--- config.mk ---
export PLATFORM = sky130hd
export DESIGN_NAME = uart_tx_fc
export DESIGN_NICKNAME = d
export VERILOG_FILES = /design/src/rtl/uart_tx_fc.sv
export SDC_FILE = /design/constraint.sdc
export NUM_CORES = 1
export LEC_CHECK = 0
export CAP_MARGIN = 20
export CORE_ASPECT_RATIO = 1.1
export CORE_MARGIN = 4
export CORE_UTILIZATION = 50
export CTS_CLUSTER_DIAMETER = 200
export DETAILED_ROUTE_END_ITERATION = 10
export GPL_ROUTABILITY_DRIVEN = 0
export GPL_TIMING_DRIVEN = 0
export PLACE_DENSITY = 0.78
export SLEW_MARGIN = 20
export SYNTH_ARGS = -nofsm -noshare
export SYNTH_HDL_FRONTEND = slang
export SYNTH_SLANG_ARGS = --single-unit
--- constraint.sdc ---
create_clock -name specman_hclk -period 7.6 [get_ports specman_hclk]
set_clock_uncertainty 0.1 [all_clocks]
set_input_delay 1.52 -clock specman_hclk [delete_from_list [all_inputs] [get_ports specman_hclk]]
set_output_delay 1.52 -clock specman_hclk [all_outputs]
set_load 0.01 [all_outputs]
--- src/rtl/uart_tx_fc.sv ---
// UART transmitter: byte FIFO, CTS flow control and 8N1 framing with a programmable baud divisor.
// Define UART_TX_PARITY_EN to insert an even-parity bit between the data bits and the stop bit.
module uart_tx_fc #(
    parameter int FIFO_DEPTH = 4,
    parameter int DIV_W      = 16
) (
    input  logic             specman_hclk,
    input  logic             hresetn,
    input  logic [DIV_W-1:0] baud_div,
    input  logic             wr_en,
    input  logic [7:0]       wr_data,
    output logic             full,
    input  logic             cts_n,
    output logic             txd,
    output logic             tx_busy
);
    localparam int PTR_W = $clog2(FIFO_DEPTH);

    typedef enum logic [2:0] {
        S_IDLE,
        S_START,
        S_DATA,
`ifdef UART_TX_PARITY_EN
        S_PARITY,
`endif
        S_STOP
    } state_t;

    state_t           r_state;
    state_t           w_state_next;
    logic [7:0]       r_mem [FIFO_DEPTH];
    logic [PTR_W:0]   r_wr_ptr;
    logic [PTR_W:0]   r_rd_ptr;
    logic [7:0]       w_head;
    logic             w_empty;
    logic             w_push;
    logic             w_pop;
    logic             w_tick;
    logic             w_txd_next;
    logic [DIV_W-1:0] r_baud_cnt;
    logic [7:0]       r_shift;
    logic [2:0]       r_bit_idx;
    logic             r_txd;
`ifdef UART_TX_PARITY_EN
    logic             r_parity;
`endif

    // Equal pointers mean empty; equal indices with differing wrap bits mean full.
    assign w_empty = (r_wr_ptr == r_rd_ptr);
    assign full    = (r_wr_ptr[PTR_W] != r_rd_ptr[PTR_W]) &&
                     (r_wr_ptr[PTR_W-1:0] == r_rd_ptr[PTR_W-1:0]);
    assign w_push  = wr_en && !full;
    assign w_head  = r_mem[r_rd_ptr[PTR_W-1:0]];

    // NOTE: the storage array has no reset; the pointers alone decide which entries are valid.
    always_ff @(posedge specman_hclk) begin
        if (w_push) begin
            r_mem[r_wr_ptr[PTR_W-1:0]] <= wr_data;
        end
    end

    // NOTE: registers use non-blocking assignments so every flop samples pre-edge values.
    always_ff @(posedge specman_hclk or negedge hresetn) begin
        if (!hresetn) begin
            r_wr_ptr <= '0;
            r_rd_ptr <= '0;
        end else begin
            if (w_push) r_wr_ptr <= r_wr_ptr + (PTR_W+1)'(1);
            if (w_pop)  r_rd_ptr <= r_rd_ptr + (PTR_W+1)'(1);
        end
    end

    // A live divisor lowered below the running count still ends the bit instead of wrapping.
    assign w_tick = (r_state != S_IDLE) && (r_baud_cnt >= baud_div);

    always_ff @(posedge specman_hclk or negedge hresetn) begin
        if (!hresetn) begin
            r_baud_cnt <= '0;
        end else if (r_state == S_IDLE || w_tick) begin
            r_baud_cnt <= '0;
        end else begin
            r_baud_cnt <= r_baud_cnt + DIV_W'(1);
        end
    end

    always_ff @(posedge specman_hclk or negedge hresetn) begin
        if (!hresetn) begin
            r_shift   <= '0;
            r_bit_idx <= '0;
`ifdef UART_TX_PARITY_EN
            r_parity  <= 1'b0;
`endif
        end else if (w_pop) begin
            r_shift   <= w_head;
            r_bit_idx <= '0;
`ifdef UART_TX_PARITY_EN
            r_parity  <= ^w_head;
`endif
        end else if (r_state == S_DATA && w_tick) begin
            r_shift   <= {1'b0, r_shift[7:1]};
            r_bit_idx <= r_bit_idx + 3'd1;
        end
    end

    always_ff @(posedge specman_hclk or negedge hresetn) begin
        if (!hresetn) begin
            r_state <= S_IDLE;
        end else begin
            r_state <= w_state_next;
        end
    end

    // NOTE: every always_comb output gets a default first, so no path can infer a latch.
    always_comb begin
        w_state_next = r_state;
        w_pop        = 1'b0;
        case (r_state)
            S_IDLE: begin
                if (!w_empty && !cts_n) begin
                    w_state_next = S_START;
                    w_pop        = 1'b1;
                end
            end
            S_START: begin
                if (w_tick) w_state_next = S_DATA;
            end
            S_DATA: begin
                if (w_tick && r_bit_idx == 3'd7) begin
`ifdef UART_TX_PARITY_EN
                    w_state_next = S_PARITY;
`else
                    w_state_next = S_STOP;
`endif
                end
            end
`ifdef UART_TX_PARITY_EN
            S_PARITY: begin
                if (w_tick) w_state_next = S_STOP;
            end
`endif
            S_STOP: begin
                if (w_tick) begin
                    if (!w_empty && !cts_n) begin
                        w_state_next = S_START;
                        w_pop        = 1'b1;
                    end else begin
                        w_state_next = S_IDLE;
                    end
                end
            end
            default: w_state_next = S_IDLE;
        endcase
    end

    always_comb begin
        w_txd_next = 1'b1;
        tx_busy    = (r_state != S_IDLE);
        case (r_state)
            S_START:  w_txd_next = 1'b0;
            S_DATA:   w_txd_next = r_shift[0];
`ifdef UART_TX_PARITY_EN
            S_PARITY: w_txd_next = r_parity;
`endif
            default:  w_txd_next = 1'b1;
        endcase
    end

    always_ff @(posedge specman_hclk or negedge hresetn) begin
        if (!hresetn) begin
            r_txd <= 1'b1;
        end else begin
            r_txd <= w_txd_next;
        end
    end

    assign txd = r_txd;

endmodule

==> reports/qor.txt <==
status - finished clean
fin crit period - 4.14 ns
Comb pwr share - 0.329
Longest Clk Path Bufs - 2
Synth area leader - edfxtp_1
CTS tree - built
crit path launch type - input pin
Synth-to-Final Area Change - 17.7%
Max-Cap Viols - 0
sequential share of the synthesized area - 0.543
Total Nets Final - 362
starting density of the core - 0.517
vias - 2084
WL final - 5.84 mm
Final setup viols - 0
Sw Ratio - 0.317
clock slew at reported path FFs - 0.07 ns
Synth Warn # - 0
Slew Viols, Final - 0
Fin Setup TNS - 0 ns
Remaining DRCs - 0
crit end category - flop
final core occ - 0.609
initial antenna violation count - 0
drt wl/cell - 14.9 um
Post-synth EDFFs - 32
# diodes - 0
number of core rows - 31
crit path max fanout - 8
Post-synth top flop - dfrtp_1
CP arrival - 4.27 ns
share of cells above drive strength 1 - 0.155
Core ar. - 6630 sq um
first-pass GRT wire length - 9.68 mm
setup bufs post-CTS - 0
CTS buffer count - 9
Tot GR Track Use - 0.157
CP Cell Sequence - clkdlybuf4s50_1 -> inv_1 -> ha_1 -> nand4_1 -> nor3_1 -> nor4_2 -> nand3_1 -> nand3_2 -> mux2_2
Yosys reg bits - 68
worst min path class - flop to flop
Yosys top cell area share - 0.280
gr ovfl total - 0
ranking of synthesized cells by area - edfxtp_1, dfrtp_1, ha_1, mux4_2, xnor2_1
vias in the first global route - 2085
Slew HR - 0.587
CP Buf/Inv Count - 2
synthesized instance count - 264
hold slack - 0.392 ns
Pre-Repair DR Iteration Count - 4
latest clock arrival within the worst-skew pair - 0.34 ns
final period utilization - 0.545
syn_nets - 320
power density cells - 301 nW/um^2
antenna viol nets, final - 0
largest net degree at the start of global routing - 30
chip width - 87.0 um
Root Driver - clkbuf_8
fill count - 515
Clk network pwr share - 0.232
Setup Crit Path Kind - input pin to flop
cts repair resizes - 0
Die Y - 94.9 um
cts hold-fix bufs - 0
static leakage - 1.72 nW
maximum VDD drop - 0.228 mV
Clock H-tree levels - 3
number of distinct library cells after synthesis - 41
Synth async-reset ratio - 0.529
syn_area_per_cell - 13.0 sq um
die area - 8250 sq um
P_sw - 385 uW
Max Fclk - 242 MHz
Int Pwr - 830 uW
vias per cell - 5.32
sequential fraction of design power - 0.438
Syn Std Cell Area - 3430 sq um
slew at the pin closest to its max-slew limit - 0.614 ns
number of I/O port buffers - 30
CP max-delay cell - nor4_2
# clock sinks - 68
slowest stage delay, CP - 0.58 ns
drt initial violations - 99
WP data required - 7.73 ns
critical path's top delay family - simple AND/OR/NAND/NOR gates
Fin. Hold Viols - 0
RSZ-0062 raised after global routing - no
I/O pin cnt - 31
DP HPWL - 4.30 mm
==> power groups by stage <==
stage,combinational (mW),clock [mW],sequential (mW)
CTS,0.410,0.290,0.534
detailed placement,0.405,0,0.541
floorplan,0.296,0,0.526
finish,0.400,0.282,0.533
global route,0.452,0.308,0.544
global placement,0.388,0,0.535
==> worst register-to-register path: stages, from the launching register on <==
cell and delay (ns):
dfrtp_1 0.41, ha_1 0.31, nand4_1 0.18, nor3_1 0.10
nor4_2 0.58, nand3_1 0.41, nand3_2 0.30, mux2_2 0.36
==> layout by cell type (no fill, tap or decap), types with 2 or more instances in the layout <==
master / count
a21oi_1: 7
nand3_1: 8
clkinvlp_4: 3
dfrtp_1: 35
mux2_4: 6
xor2_1: 9
mux2_2: 8
nor2b_1: 2
nor2_1: 25
and3_1: 5
mux4_2: 8
buf_2: 2
mux2i_1: 2
clkbuf_8: 9
mux2_1: 2
ha_1: 28
and2_1: 3
nor3_1: 3
nand4_1: 5
o21ai_0: 5
nand2_1: 13
edfxtp_1: 32
clkdlybuf4s50_1: 29
inv_1: 24
nand2b_1: 3
xnor2_1: 12
==> area by class of cell <==
type                    instances  area (sq um)  area share
repair buffers                 31           315      0.0781
clock inverters                 6          66.3      0.0164
inverters                      24          90.1      0.0223
multi-input cells             168          1450       0.359
well taps                      82           103      0.0254
flip-flops and latches         68          1860       0.461
plain buffers                   4          27.5     0.00682
clock buffers                   9           124      0.0307
==> per-layer routing <==
| metal | up-vias | share of wire | GRT usage |
|---|---|---|---|
| li1 | 1028 | - | - |
| met1 | 993 | 0.42 | 0.184 |
| met2 | 50 | 0.50 | 0.265 |
| met3 | 13 | 0.058 | 0.0436 |
| met4 | 0 | 0.023 | 0.0766 |
| met5 | - | 0 | 0 |
==> cell families (layout without fill, tap and decap cells) <==
group | after synthesis | in the layout | synth area share
DFF | 68 | 68 | 0.543
muxes | 26 | 26 | 0.117
buffers and inverters | 28 | 74 | 0.0343
xor gates and xnor gates | 21 | 21 | 0.0536
AOI/OAI and AO/OA | 21 | 21 | 0.0463
adders and majority gates | 28 | 28 | 0.102
and+or+nand+nor | 72 | 72 | 0.103
==> path summary, 6_finish.rpt <==
path | from | end | slack (ns) | cells after the start
max | baud_div[15] | r_shift[1]$_DFFE_PN0P_ | 3.46 | 9
min | r_wr_ptr[2]$_DFFE_PN0P_ | r_wr_ptr[2]$_DFFE_PN0P_ | 0.39 | 1
max reg2reg | r_baud_cnt[13]$_DFF_PN0_ | r_shift[1]$_DFFE_PN0P_ | 4.74 | 7
min reg2reg | r_wr_ptr[2]$_DFFE_PN0P_ | r_wr_ptr[2]$_DFFE_PN0P_ | 0.39 | 1
max in group asynchronous | hresetn | txd$_DFF_PN1_ | 6.00 | 2
min in group asynchronous | hresetn | r_baud_cnt[15]$_DFF_PN0_ | 0.92 | 1
==> state kept, by name (all words and copies together), names as in the netlist <==
register,cells
r_rd_ptr,3
r_bit_idx,3
r_wr_ptr,3
r_state,2
r_shift,8
r_mem,32
r_baud_cnt,16
txd,1
==> Yosys cell counts, types with 2 or more instances <==
master,n
a21oi_1,7
and2_1,3
o21ai_0,5
mux2_2,8
nand3_1,8
mux4_2,8
mux2i_1,2
nor2_1,25
dfrtp_1,35
mux2_1,2
nand4_1,5
nor2b_1,2
xor2_1,9
xnor2_1,12
and3_1,5
edfxtp_1,32
nor3_1,3
nand2b_1,3
mux2_4,6
ha_1,28
inv_1,24
nand2_1,13
==> metrics by stage <==
stage / cell area, sq um / cells / setup slack [ns] / total power, mW
floorplan: 3430 / 264 / 3.94 / 0.823
global placement: 3830 / 376 / 3.10 / 0.923
detailed placement: 3850 / 377 / 3.10 / 0.945
CTS: 4040 / 392 / 3.44 / 1.23
global route: 4040 / 392 / 3.28 / 1.30
finish: 4040 / 392 / 3.46 / 1.22
Note: power is estimated with default switching activity, not from simulation.
